==> src/rtl/gpio_pkg.sv <==
// gpio_pkg: register map indices and default parameters shared by the GPIO block
package gpio_pkg;
  localparam int DEFAULT_WIDTH = 8;
  localparam int DEFAULT_SYNC_STAGES = 2;
  typedef enum logic [2:0] {
    IDX_DATA_OUT,
    IDX_DIR,
    IDX_DATA_IN,
    IDX_IRQ_EN,
    IDX_IRQ_EDGE,
    IDX_IRQ_STATUS,
    IDX_SET,
    IDX_CLR
  } reg_idx_e;
endpackage

==> src/rtl/gpio_sync.sv <==
// gpio_sync: multi-stage flip-flop synchronizer for asynchronous pin inputs
module gpio_sync
  import gpio_pkg::*;
#(
  parameter int WIDTH = DEFAULT_WIDTH,
  parameter int SYNC_STAGES = DEFAULT_SYNC_STAGES
) (
  input  logic             clk,
  input  logic             reset,
  input  logic [WIDTH-1:0] d,
  output logic [WIDTH-1:0] q
);
  logic [SYNC_STAGES-1:0][WIDTH-1:0] stage;
  // shift pins through the chain; stage 0 takes the raw input
  always_ff @(posedge clk or negedge reset)
    if (!reset) stage <= '0;
    else stage <= {stage[SYNC_STAGES-2:0], d};
  assign q = stage[SYNC_STAGES-1];
endmodule

==> src/rtl/gpio_mmio_ctrl.sv <==
// gpio_mmio_ctrl: memory-mapped GPIO with direction control, set/clear and edge interrupts
module gpio_mmio_ctrl
  import gpio_pkg::*;
#(
  parameter int WIDTH = DEFAULT_WIDTH,
  parameter int SYNC_STAGES = DEFAULT_SYNC_STAGES,
  parameter logic [WIDTH-1:0] OUT_RESET = '0
) (
  input  logic             clk,
  input  logic             reset,
  input  logic             sel,
  input  logic             write_en,
  input  logic [4:0]       address,
  input  logic [31:0]      write_data,
  output logic [31:0]      read_data,
  input  logic [WIDTH-1:0] gpio_in,
  output logic [WIDTH-1:0] gpio_out,
  output logic [WIDTH-1:0] gpio_oe,
  output logic             irq
);
  logic [WIDTH-1:0] data_out, dir, irq_en, irq_edge, irq_status, data_in, prev, evt, wd, clr_mask, rd;
  logic             wr;
  reg_idx_e         idx;
  logic             unused;
  assign unused = ^{address[1:0], write_data};
  assign wr = sel & write_en;
  assign idx = reg_idx_e'(address[4:2]);
  assign wd = write_data[WIDTH-1:0];
  assign clr_mask = (wr && idx == IDX_IRQ_STATUS) ? wd : '0;
  gpio_sync #(.WIDTH(WIDTH), .SYNC_STAGES(SYNC_STAGES)) u_sync (
    .clk(clk),
    .reset(reset),
    .d(gpio_in),
    .q(data_in)
  );
  assign evt = (irq_edge & data_in & ~prev) | (~irq_edge & ~data_in & prev);
  // register writes, edge history and sticky status; a new event wins over a same-cycle clear
  always_ff @(posedge clk or negedge reset)
    if (!reset) begin
      data_out   <= OUT_RESET;
      dir        <= '0;
      irq_en     <= '0;
      irq_edge   <= '1;
      irq_status <= '0;
      prev       <= '0;
    end else begin
      prev       <= data_in;
      irq_status <= (irq_status & ~clr_mask) | evt;
      if (wr)
        case (idx)
          IDX_DATA_OUT: data_out <= wd;
          IDX_DIR:      dir      <= wd;
          IDX_IRQ_EN:   irq_en   <= wd;
          IDX_IRQ_EDGE: irq_edge <= wd;
          IDX_SET:      data_out <= data_out | wd;
          IDX_CLR:      data_out <= data_out & ~wd;
          default: ;
        endcase
    end
  // read mux; SET and CLR have no readable state
  always_comb begin
    rd = '0;
    case (idx)
      IDX_DATA_OUT:   rd = data_out;
      IDX_DIR:        rd = dir;
      IDX_DATA_IN:    rd = data_in;
      IDX_IRQ_EN:     rd = irq_en;
      IDX_IRQ_EDGE:   rd = irq_edge;
      IDX_IRQ_STATUS: rd = irq_status;
      default:        rd = '0;
    endcase
  end
  assign read_data = sel ? 32'(rd) : 32'h0;
  assign gpio_out = data_out;
  assign gpio_oe = dir;
  assign irq = |(irq_status & irq_en);
endmodule
==> config.mk <==
export PLATFORM = sky130hd
export DESIGN_NAME = gpio_mmio_ctrl
export DESIGN_NICKNAME = d
export VERILOG_FILES = /design/src/rtl/gpio_pkg.sv /design/src/rtl/gpio_sync.sv /design/src/rtl/gpio_mmio_ctrl.sv
export SDC_FILE = /design/constraint.sdc
export NUM_CORES = 1
export LEC_CHECK = 0
export ABC_AREA = 1
export BUFFER_PORTS_ARGS = -buffer_cell sky130_fd_sc_hd__buf_2
export CAP_MARGIN = 40
export CORE_ASPECT_RATIO = 1.75
export CORE_UTILIZATION = 45
export DETAILED_ROUTE_END_ITERATION = 10
export PLACE_DENSITY = 0.85
export SETUP_SLACK_MARGIN = 0.5
export SLEW_MARGIN = 20
export SYNTH_ARGS = -nofsm -noshare
export SYNTH_HDL_FRONTEND = slang
export SYNTH_SLANG_ARGS = --single-unit
export TNS_END_PERCENT = 10
==> constraint.sdc <==
create_clock -name clk -period 1.1 [get_ports clk]
set_input_delay 0.22 -clock clk [delete_from_list [all_inputs] [get_ports clk]]
set_output_delay 0.22 -clock clk [all_outputs]
set_load 0.005 [all_outputs]
== Yosys cells after proc, flatten, opt, wreduce, memory -nomap -nowiden ==
Index checks and enable logic that the tools add are counted.

* Register bits: 64
* Input port bits: 49
* Output and inout bits: 49

* Eq/ne operators: 7
* Multiplexer cells: 4
* Bitwise gates (word level): 16
* Reduce and logical (&&, ||, !) cells: 8

{| class="wikitable"
|+ Operators with widths
! kind !! count
|-
| 8-bit AND || 7
|-
| 8-bit case mux with 6 select lines || 1
|-
| 8-bit NOT || 5
|-
| 8-bit bitwise OR || 3
|-
| 8-bit case mux with 3 select lines || 1
|-
| 8-bit two-way mux || 2
|-
| 3-bit equality test, second input constant || 4
|-
| 2-bit AND reduction || 4
|-
| 8-bit OR reduction || 1
|-
| 3-bit by 2-bit equality test with 1-bit output, second input constant || 2
|-
| 3-bit by 1-bit equality test with 1-bit output, second input constant || 1
|-
| 3-bit zero test || 1
|-
| 3-bit nonzero test || 1
|-
| 1-bit AND || 1
|-
| 1-bit logical AND || 1
|}

== Depth between registers and ports, before layout ==
Gate-level depths: netlist of the first run.

* Depth in word-level cells: 6
* Mapped depth: 8

== Modules after synthesis ==
A second synthesis of the first run with hierarchy kept.

* Cell total of the unflattened synthesis: 381
* Area total of the unflattened synthesis: 3,309.4 um^2

{| class="wikitable"
|+ By module, submodules not included
! module !! times used !! cells an instance !! area each (um^2) !! sequential area each (um^2)
|-
| gpio_mmio_ctrl || 1 || 357 || 2,849.0 || 1,211.2
|-
| gpio_sync || 1 || 24 || 460.4 || 400.4
|}

== Worst setup path before layout of the first run ==
No wires, ideal clock.

* Path type: input to output
* Start: input port address[3]
* End: output port read_data[0]
* Data arrival time: 0.998 ns
* Required time: 0.880 ns
* Slack: -0.118 ns
* Stages: 7
* Path through: buf_6 -> nor2_4 -> buf_6 -> nand3_1 -> nand2_1 -> inv_1 -> a21oi_1

* Word-level cells in the longest chain between the ends: 3

{| class="wikitable"
|+ RTL lines
! item !! line !! text
|-
| from (decl) || gpio_mmio_ctrl.sv:13 || <nowiki>input logic [4:0] address,</nowiki>
|-
| 3-bit equality test (tied with other cells) || gpio_mmio_ctrl.sv:63 || <nowiki>case (idx)</nowiki>
|-
| 8-bit case mux with 6 select lines * || gpio_mmio_ctrl.sv:63 ||
|-
| 8-bit two-way mux * || gpio_mmio_ctrl.sv:73 || <nowiki>assign read_data = sel ? 32'(rd) : 32'h0;</nowiki>
|-
| to (decl) || gpio_mmio_ctrl.sv:15 || <nowiki>output logic [31:0] read_data,</nowiki>
|}

Every way passes the cells marked *; elsewhere a longest branch is shown, timed or not.

== Final worst setup path of the first run ==
* Start: register irq_en[6]
* End: output port irq

* Word-level cells in the longest chain between the ends: 2

{| class="wikitable"
|+ RTL lines
! item !! line !! text
|-
| from (decl) || gpio_mmio_ctrl.sv:21 || <nowiki>logic [WIDTH-1:0] data_out, dir, irq_en, irq_edge, irq_status, data_in, prev, evt, wd, clr_mask, rd;</nowiki>
|-
| from (signal assigned) || gpio_mmio_ctrl.sv:53 || <nowiki>IDX_IRQ_EN: irq_en <= wd;</nowiki>
|-
| 8-bit AND || gpio_mmio_ctrl.sv:76 || <nowiki>assign irq = |(irq_status & irq_en);</nowiki>
|-
| 8-bit OR reduction || gpio_mmio_ctrl.sv:76 ||
|-
| to (decl) || gpio_mmio_ctrl.sv:19 || <nowiki>output logic irq</nowiki>
|}

Every way passes these cells.

==> results.tsv, run 1 <==
metric	value	unit
final_common_cell	nand2_1	
crit_buf_inv	1	
r2r_slack	0	ns
drv_cap	0	
busiest_layer	met2	
power_switching	0.00198	W
die_area	0.00740	mm²
io_pins	98	
drt_iter0_markers	235	
overflow	0	
rsz0062_at_grt	yes	
sw_frac_of_total	26.9	%
diodes	0	
syn-instance-count	373	
final_net_count	503	
skew	0.00383	ns
synth_cell_types	25	
worstSetupPathType	flop to output pin	
seq_area_frac_synth	50.8	%
synth_warnings	0	
critical_path_peak_fanout	3	
pwr-share-clk	41.2	%
setup_slack	-0.450	ns
dp_hpwl	5.72	mm
grt_max_degree	30	
status	complete, but fails checks	
grtUsageMet1	26.1	%
p_comb_share	18.5	%
final-max-slew-violation-count	0	
via_count	2900	
coreArea	0.00686	mm²
period_minus_slack	1.55	ns
htreeDepth	3	
power.internal	0.00539	W
place_ws	-0.292	ns
grt_pass1_wl	13.7	mm
setup_violations	11	
dp.cells	523	
ys_ff_latch	64	
min_period_over_period	141	%
grt_use_met2	42.5	%
p_leak	2.06	nW
hold_viol_final	16	
grt_use_met3	6.25	%
syn2layout_area_growth	33.9	%
io_buffer_count	47	
drc	0	
nFillCells	526	
groute.usage.overall	25.4	%
r2r_start	irq_edge[2]	
tns	-3.97	ns
peakVddDrop	1.34	mV
hold_class	input pin to asynchronous set/reset pin	
clk_latency	0.33	ns
worstPathCellList	nand2_1 -> nand3_1 -> nor2_1 -> nand4_1 -> buf_2	
post_drt_wl_per_cell	15.3	µm
finalNonFillerCells	543	
clk_path_buf_depth	2	
seqPwrFrac	40.3	%
critical-path-max-stage-delay	0.43	ns
syn_area	0.00317	mm²
register_area	0.00161	mm²
clkSlewWorstSetupHoldPaths	0.05	ns
wirelength	8.33	mm
critPathRequiredTime	0.88	ns
antenna_found_initial	0	
placed_area	0.00369	mm²
startpoint_type	flop	
cts_tree	done	
fmax	645	MHz
dieHeight	113	µm
arrival	1.33	ns
final_cell_mix	nand2_1, dfrtp_1, buf_2	
viasPerCell	5.34	
stdcell_area	0.00424	mm²
initial_core_util	46.2	%
syn_area_per_cell	8.50	µm²
regToRegEndpoint	irq_status[2]	
grt_pass1_vias	2953	
drive_above_1_share	34.9	%
ant_nets	0	
power_density	1740	mW/mm²
cpMaxStageDelayCell	dfrtp_1	
die_w	65.4	µm
cts.sinks	64	
failed_checks	hold timing, setup timing	
rows	40	
clock-root-buffer	clkbuf_16	
crit_family	flip-flops	
worst_r2r_path_depth	7	
gp_congestion	0.902	
multi_input_area	0.00139	mm²
whs	-0.205	ns
drt_first_pass_iters	4	
numCtsBuffers	9	
critPathCaptureType	output pin	
utilization	61.9	%
[kinds of logic after synthesis]
kind of cell / share of synthesized area, %
buffers and inverters: 12.2
AND/OR/NAND/NOR: 28.0
flip-flops: 50.8
other: 0.118
AO/OA/AOI/OAI: 8.84
[through the flow]
step	power (W)	hold slack (ns)
5_1_grt	0.00773	-0.197
3_5_place_dp	0.00417	0.151
4_1_cts	0.00736	-0.206
3_3_place_gp	0.00411	0.147
6_report	0.00738	-0.205
2_1_floorplan	0.00360	-0.0756
[cell type report]
type,count,share of cell area [%]
Clock buffer,11,5.72
Clock inverter,5,1.89
Inverter,29,2.86
Multi-Input combinational cell,264,32.8
Sequential cell,64,38.0
Tap cell,84,2.48
Timing Repair Buffer,86,16.3
[sequential cells by signal, indices dropped and copies added (netlist names)]
signal and cells:
prev 8, irq_status 8, irq_edge 8, gpio_oe 8, u_sync.q 8, u_sync.stage 8, irq_en 8, gpio_out 8
[power by group through the flow]
| stage | Combinational, W | Sequential, W | Clock [W] |
|---|---|---|---|
| 6_report | 0.00137 | 0.00297 | 0.00304 |
| 5_1_grt | 0.00153 | 0.00300 | 0.00320 |
| 4_1_cts | 0.00131 | 0.00295 | 0.00310 |
| 3_5_place_dp | 0.00119 | 0.00298 | 0 |
| 3_3_place_gp | 0.00114 | 0.00297 | 0 |
| 2_1_floorplan | 0.000646 | 0.00295 | 0 |
[worst max path at each step]
stage	start	depth (start not counted)	to
floorplan	address[3]	7	read_data[5]
global placement	address[3]	7	read_data[3]
detailed placement	address[3]	7	read_data[2]
CTS	irq_edge[6]	5	read_data[6]
global route	irq_en[6]	5	irq
finish	irq_en[6]	5	irq
[layer usage]
layer / wire length (µm) / vias to the layer above
li1: - / 1350
met1: 2920 / 1378
met2: 4410 / 128
met3: 404 / 44
met4: 595 / 0
met5: 0 / -
[synthesized netlist by cell type]
| master | instances | area share [%] |
|---|---|---|
| nor2_1 | 25 | 3.0 |
| buf_2 | 9 | 1.4 |
| nor2_4 | 1 | 0.36 |
| o21ai_1 | 16 | 2.5 |
| inv_4 | 1 | 0.20 |
| inv_2 | 3 | 0.36 |
| inv_1 | 25 | 3.0 |
| clkbuf_1 | 2 | 0.24 |
| nand2_1 | 98 | 12 |
| dfrtp_1 | 56 | 44 |
| nand2_4 | 1 | 0.36 |
| buf_4 | 25 | 5.9 |
| nand3_1 | 17 | 2.7 |
| dfstp_2 | 8 | 6.6 |
| nand3_4 | 1 | 0.55 |
| nand2_2 | 3 | 0.59 |
| a21oi_1 | 8 | 1.3 |
| nand4_4 | 1 | 0.67 |
| nor3_4 | 1 | 0.51 |
| nand4_1 | 34 | 6.7 |
| nor2_8 | 1 | 0.63 |
| o21ai_0 | 32 | 5.1 |
| nand4_2 | 1 | 0.39 |
| buf_6 | 3 | 1.1 |
| conb_1 | 1 | 0.12 |
[timing repair]
action,CTS,global route
endpoints found under the setup margin,72,72
cloned,0,0
gates resized for setup,54,20
pin swaps,41,22
buffers inserted,3,1
endpoints found under the hold margin,16,16
(Power assumes the default switching activity.)
==> run 2, diff against run 1 <==
--- a/config.mk
+++ b/config.mk
@@ -8,10 +8,11 @@
 export ABC_AREA = 1
 export BUFFER_PORTS_ARGS = -buffer_cell sky130_fd_sc_hd__buf_2
 export CAP_MARGIN = 40
-export CORE_ASPECT_RATIO = 1.75
-export CORE_UTILIZATION = 45
+export CELL_PAD_IN_SITES_DETAIL_PLACEMENT = 1
+export CELL_PAD_IN_SITES_GLOBAL_PLACEMENT = 1
+export CORE_UTILIZATION = 34
 export DETAILED_ROUTE_END_ITERATION = 10
-export PLACE_DENSITY = 0.85
+export PLACE_DENSITY = 0.88
 export SETUP_SLACK_MARGIN = 0.5
 export SLEW_MARGIN = 20
 export SYNTH_ARGS = -nofsm -noshare
==> run 2 against run 1 <==
Compared with the run above: highest routed layer unchanged; via count is 5.3% higher; routed wire length increased by 32%; the run still ends with hold timing, setup timing left; total power fell by 6.6%; count of clock-buffer cells in the layout rose by 2; sequential share of layout area fell by 1.2 points; largest cell class unchanged.
==> results.tsv, run 2 (synthesized netlist as in run 1, its figures left out) <==
metric	value	unit	change
status	complete, but fails checks		
failed_checks	hold timing, setup timing		
slew_headroom	66.3	%	
die_area	0.00971	mm²	+31%
fmax	610	MHz	-5.4%
coreArea	0.00889	mm²	+30%
cts.sinks	64		unchanged
whs	-0.131	ns	+0.0744 ns
min_period_over_period	149	%	+8.1 points
setup_violations	26		+15
die_w	98.5	µm	+51%
overflow	0		unchanged
finalNonFillerCells	572		+5.3%
clk_path_buf_depth	2		unchanged
crit_start	irq_edge[2]		
regToRegEndpoint	irq_status[7]		
r2r_start	irq_edge[7]		
viasPerCell	5.34		about the same
clkSlewWorstSetupHoldPaths	0.08	ns	+0.03 ns
drc	0		unchanged
post_drt_wl_per_cell	19.2	µm	+25%
drt_first_pass_iters	6		+2
htreeDepth	3		unchanged
peakVddDrop	0.800	mV	-40%
setup_slack	-0.538	ns	-0.0886 ns
grt_pass1_wl	16.7	mm	+22%
rows	34		-15%
dp.cells	554		+5.9%
drive_above_1_share	38.6	%	+3.7 points
p_comb_share	23.4	%	+4.9 points
power.internal	0.00479	W	-11%
utilization	49.3	%	-13 points
sw_frac_of_total	30.4	%	+3.6 points
r2r_slack	-0.05	ns	-0.05 ns
clock-root-buffer	clkbuf_8		
syn2layout_area_growth	38.2	%	
critical_path_peak_fanout	2		-1
final_common_cell	nand2_1		
final-max-slew-violation-count	0		unchanged
antenna_found_initial	0		unchanged
seqPwrFrac	43.5	%	+3.2 points
hold_class	input pin to asynchronous set/reset pin		
power_switching	0.00210	W	+5.7%
power_density	1570	mW/mm²	-9.5%
groute.usage.overall	22.5	%	-2.9 points
diodes	0		unchanged
numCtsBuffers	9		unchanged
cpMaxStageDelayCell	dfstp_2		
worstPathCellList	nand3_1 -> nand2_1 -> nor2_1 -> a21oi_2 -> buf_2		
skew	0.0101	ns	+0.00627 ns
critical-path-max-stage-delay	0.58	ns	+0.15 ns
io_pins	98		unchanged
worst_r2r_path_depth	7		unchanged
initial_core_util	35.6	%	-11 points
critPathRequiredTime	0.88	ns	about the same
io_buffer_count	47		unchanged
grt_pass1_vias	3341		+13%
pwr-share-clk	33.1	%	-8.1 points
dieHeight	98.5	µm	-13%
drv_cap	0		unchanged
arrival	1.42	ns	+0.09 ns
critPathCaptureType	output pin		
grt_max_degree	65		+120%
p_leak	2.08	nW	+0.84%
final_cell_mix	nand2_1, dfrtp_1, buf_2		
clk_latency	0.36	ns	+0.03 ns
tightest_slew	0.505	ns	
period_minus_slack	1.64	ns	+0.0886 ns
multi_input_area	0.00146	mm²	+5.3%
nFillCells	1023		+94%
dp_hpwl	7.08	mm	+24%
final_net_count	508		+0.99%
rsz0062_at_grt	yes		
hold_viol_final	64		+48
worstSetupPathType	flop to output pin		
via_count	3053		+5.3%
drt_iter0_markers	178		-24%
register_area	0.00161	mm²	unchanged
gp_congestion	0.834		-7.5%
ant_nets	0		unchanged
cts_tree	done		
startpoint_type	flop		
wirelength	11.0	mm	+32%
==> run 2: changes by cell type in the layout (fill, tap and decap cells not counted), moves of 2 or more <==
cell / before / now
nor2_2: 6 / 4
nand2_2: 15 / 24
buf_2: 41 / 39
o21ai_2: 3 / 10
clkbuf_8: 1 / 10
buf_12: 6 / 11
o21ai_1: 28 / 21
clkinvlp_4: 2 / 0
buf_6: 16 / 25
clkbuf_1: 1 / 3
nand2_1: 85 / 76
clkbuf_16: 9 / 0
buf_4: 21 / 14
==> run 2: per-stage QoR <==
stage | cell area (µm²) | total power [W] | TNS (ns) | hold slack [ns] | worst slack (ns)
after global routing | 4380 | 0.00721 | -6.23 | -0.123 | -0.587
final | 4380 | 0.00689 | -5.04 | -0.131 | -0.538
after CTS | 4210 | 0.00671 | -4.99 | -0.131 | -0.481
after global placement | 3820 | 0.00418 | -6.72 | 0.255 | -0.252
after detailed placement | 3820 | 0.00429 | -9.87 | 0.264 | -0.341
after floorplan | 3300 | 0.00360 | -0.867 | -0.0756 | -0.116
==> run 2: final cells by class <==
cell class              instances  share of cell area [%]
flip-flops and latches         64                    36.8
repair buffers                 91                    19.0
inverters                      29                    2.83
multi-input cells             264                    33.4
clock buffers                  13                    3.40
well taps                     108                    3.08
clock inverters                 3                    1.49
==> run 2: what timing repair did <==
action | 4_1_cts | 5_1_grt
pin swaps | 46 | 31
endpoints found under the setup margin | 71 | 71
gates resized for setup | 57 | 49
gates cloned | 0 | 0
endpoints found under the hold margin | 64 | 64
setup buffers | 1 | 1
==> run 2: power groups by stage <==
stage | registers (W) | clock network (W) | logic (W)
3_5_place_dp | 0.00298 | 0 | 0.00131
3_3_place_gp | 0.00297 | 0 | 0.00121
5_1_grt | 0.00302 | 0.00242 | 0.00177
2_1_floorplan | 0.00295 | 0 | 0.000646
6_report | 0.00299 | 0.00228 | 0.00161
4_1_cts | 0.00296 | 0.00229 | 0.00147
==> run 2: how the worst max path moves through the flow <==
stage / endpoint / slack, ns / cells after the start
CTS: read_data[6] / -0.48 / 5
global placement: read_data[6] / -0.25 / 7
finish: read_data[2] / -0.54 / 5
global route: read_data[2] / -0.59 / 5
floorplan: read_data[5] / -0.12 / 7
detailed placement: read_data[1] / -0.34 / 7
==> run 2: worst max-delay path, delay by kind of cell, from the launching register on <==
kind / cells / cell delay [ns]
DFF: 1 / 0.58
and+or+nand+nor: 3 / 0.24
buffers and inverters: 1 / 0.13
AOI/OAI and AO/OA: 1 / 0.12
==> run 2: routing by layer <==
layer | wire length [µm] | GRT usage [%]
met5 | 0 | 0
met1 | 4240 | 23.5
met4 | 408 | 12.4
met3 | 424 | 5.11
met2 | 5930 | 41.7
==> run 3, diff against run 2 <==
--- a/config.mk
+++ b/config.mk
@@ -10,6 +10,7 @@
 export CAP_MARGIN = 40
 export CELL_PAD_IN_SITES_DETAIL_PLACEMENT = 1
 export CELL_PAD_IN_SITES_GLOBAL_PLACEMENT = 1
+export CORE_ASPECT_RATIO = 1.4
 export CORE_UTILIZATION = 34
 export DETAILED_ROUTE_END_ITERATION = 10
 export PLACE_DENSITY = 0.88
==> run 3 against run 2 <==
Compared with the run above: the run still ends with hold timing, setup timing left; die area is essentially flat; sequential power is essentially flat; non-clock buffer count shrank 1; worst hold slack lost 0.14 ns; count of clock-buffer cells in the layout shrank 3; first-iteration DRC count grew 48%; clock power grew 29%; critical path depth grew 1; sequential share of layout area grew 0.60 points; critical path type unchanged; critical endpoint is now read_data[5]; largest cell class unchanged; highest routed layer unchanged.
==> results.tsv, run 3 (synthesized netlist as in run 1, its figures left out) <==
metric	value	unit	change
setup_slack	-0.523	ns	+0.0153 ns
whs	-0.268	ns	-0.137 ns
drt_first_pass_iters	4		-2
dr_wl_met2	5.83	mm	-1.7%
antenna_found_initial	0		unchanged
final_net_count	507		-0.20%
grt_pass1_wl	16.6	mm	-0.67%
crit_start	irq_status[5]		
critPathCaptureType	output pin		
rows	41		+21%
final-max-slew-violation-count	0		unchanged
worstPathCellList	buf_4 -> nand4_1 -> nand2_1 -> nor2_2 -> a21oi_2 -> buf_2		
die_w	83.6	µm	-15%
drive_above_1_share	39.1	%	+0.52 points
dp_hpwl	6.94	mm	-2.0%
worstSetupPathType	flop to output pin		
clk_path_buf_depth	2		unchanged
clk_latency	0.34	ns	-0.02 ns
critPathRequiredTime	0.88	ns	about the same
r2r_start	irq_edge[2]		
startpoint_type	flop		
initial_core_util	35.1	%	-0.54 points
critical-path-max-stage-delay	0.40	ns	-0.18 ns
overflow	0		unchanged
drt_iter0_markers	263		+48%
skew	0.00498	ns	-0.00513 ns
cpMaxStageDelayCell	dfrtp_1		
dieHeight	116	µm	+18%
status	complete, but fails checks		
setup_violations	15		-42%
clock-root-buffer	clkbuf_16		
cts.sinks	64		unchanged
place_ws	-0.335	ns	+0.00602 ns
via_count	3080		+0.88%
gp_congestion	0.847		+1.6%
min_period_over_period	148	%	-1.4 points
viasPerCell	5.40		+1.2%
coreArea	0.00903	mm²	+1.5%
grt_pass1_vias	3250		-2.7%
power_density	1720	mW/mm²	+9.6%
syn2layout_area_growth	36.0	%	
peakVddDrop	0.910	mV	+14%
worst_r2r_path_depth	6		-1
cts_tree	done		
failed_checks	hold timing, setup timing		
wirelength	10.9	mm	-0.80%
drc	0		unchanged
period_minus_slack	1.62	ns	-0.0153 ns
arrival	1.40	ns	-0.02 ns
ant_nets	0		unchanged
final_cell_mix	nand2_1, dfrtp_1, buf_2		
groute.usage.overall	22.5	%	about the same
hold_viol_final	64		unchanged
highest_layer	met4		
critical_path_peak_fanout	3		+1
numCtsBuffers	9		unchanged
die_area	0.00972	mm²	about the same
grt_max_degree	33		-49%
rsz0062_at_grt	yes		
hold_class	input pin to asynchronous set/reset pin		
fmax	616	MHz	+0.94%
clkSlewWorstSetupHoldPaths	0.06	ns	-0.02 ns
p_leak	2.06	nW	-0.79%
io_pins	98		unchanged
post_drt_wl_per_cell	19.1	µm	-0.45%
diodes	0		unchanged
tns	-4.34	ns	+0.699 ns
wl_met3	559	µm	+32%
wl_met1	3.90	mm	-7.9%
final_common_cell	nand2_1		
htreeDepth	3		unchanged
io_buffer_count	47		unchanged
drv_cap	0		unchanged
## run 3: repair_timing
action                                 4_1_cts  5_1_grt
setup buffers                                0        5
pin swaps                                   51       30
gates resized for setup                     46       34
setup endpoints to repair                   72       72
endpoints found under the hold margin       31       14
cloned                                       0        0
## run 3: layout make-up
| cell class | instances | area [µm²] |
|---|---|---|
| clock inverters | 6 | 67.6 |
| clock buffers | 10 | 239 |
| well taps | 107 | 134 |
| fillers | 1047 | 4720 |
| inverters | 29 | 114 |
| flip-flops and latches | 64 | 1610 |
| multi-input cells | 264 | 1450 |
| repair buffers | 90 | 693 |
## run 3: metal layers
metal / up-vias / track usage (%)
li1: 1368 / -
met1: 1529 / 23.7
met2: 137 / 40.0
met3: 46 / 4.81
met4: 0 / 16.5
met5: - / 0
## run 3: path summary, 6_finish.rpt
path / to / slack, ns
max: read_data[5] / -0.52
min: u_sync.stage[7] / -0.27
max reg2reg: irq_status[2] / 0.01
min reg2reg: u_sync.q[3] / 0.34
max in group asynchronous: irq_edge[7] / 0.87
min in group clk: u_sync.stage[6] / -0.01
## run 3: critical path: cells and delay by family (launching register included)
kind / cells / cell delay (ns)
compound gates: 1 / 0.12
flops: 1 / 0.40
simple gates: 3 / 0.26
buf+inv: 2 / 0.28
## run 3: where the power goes
part           leakage [nW]  total, W  internal [W]  switching (W)
Combinational          1.18   0.00151      0.000670       0.000839
Sequential            0.739   0.00299       0.00271       0.000280
Clock                 0.145   0.00293       0.00182        0.00111
Total                  2.06   0.00743       0.00520        0.00223
## run 3: metrics by stage
stage	std cells	power, W	hold slack [ns]	cell area, µm²	util, %
after floorplan	396	0.00360	-0.0756	3300	-
after global placement	549	0.00413	0.0884	3740	41.4
after detailed placement	549	0.00424	0.0911	3740	41.4
after CTS	565	0.00727	-0.267	4170	46.2
after global routing	570	0.00772	-0.260	4310	47.7
final	570	0.00743	-0.268	4310	47.7
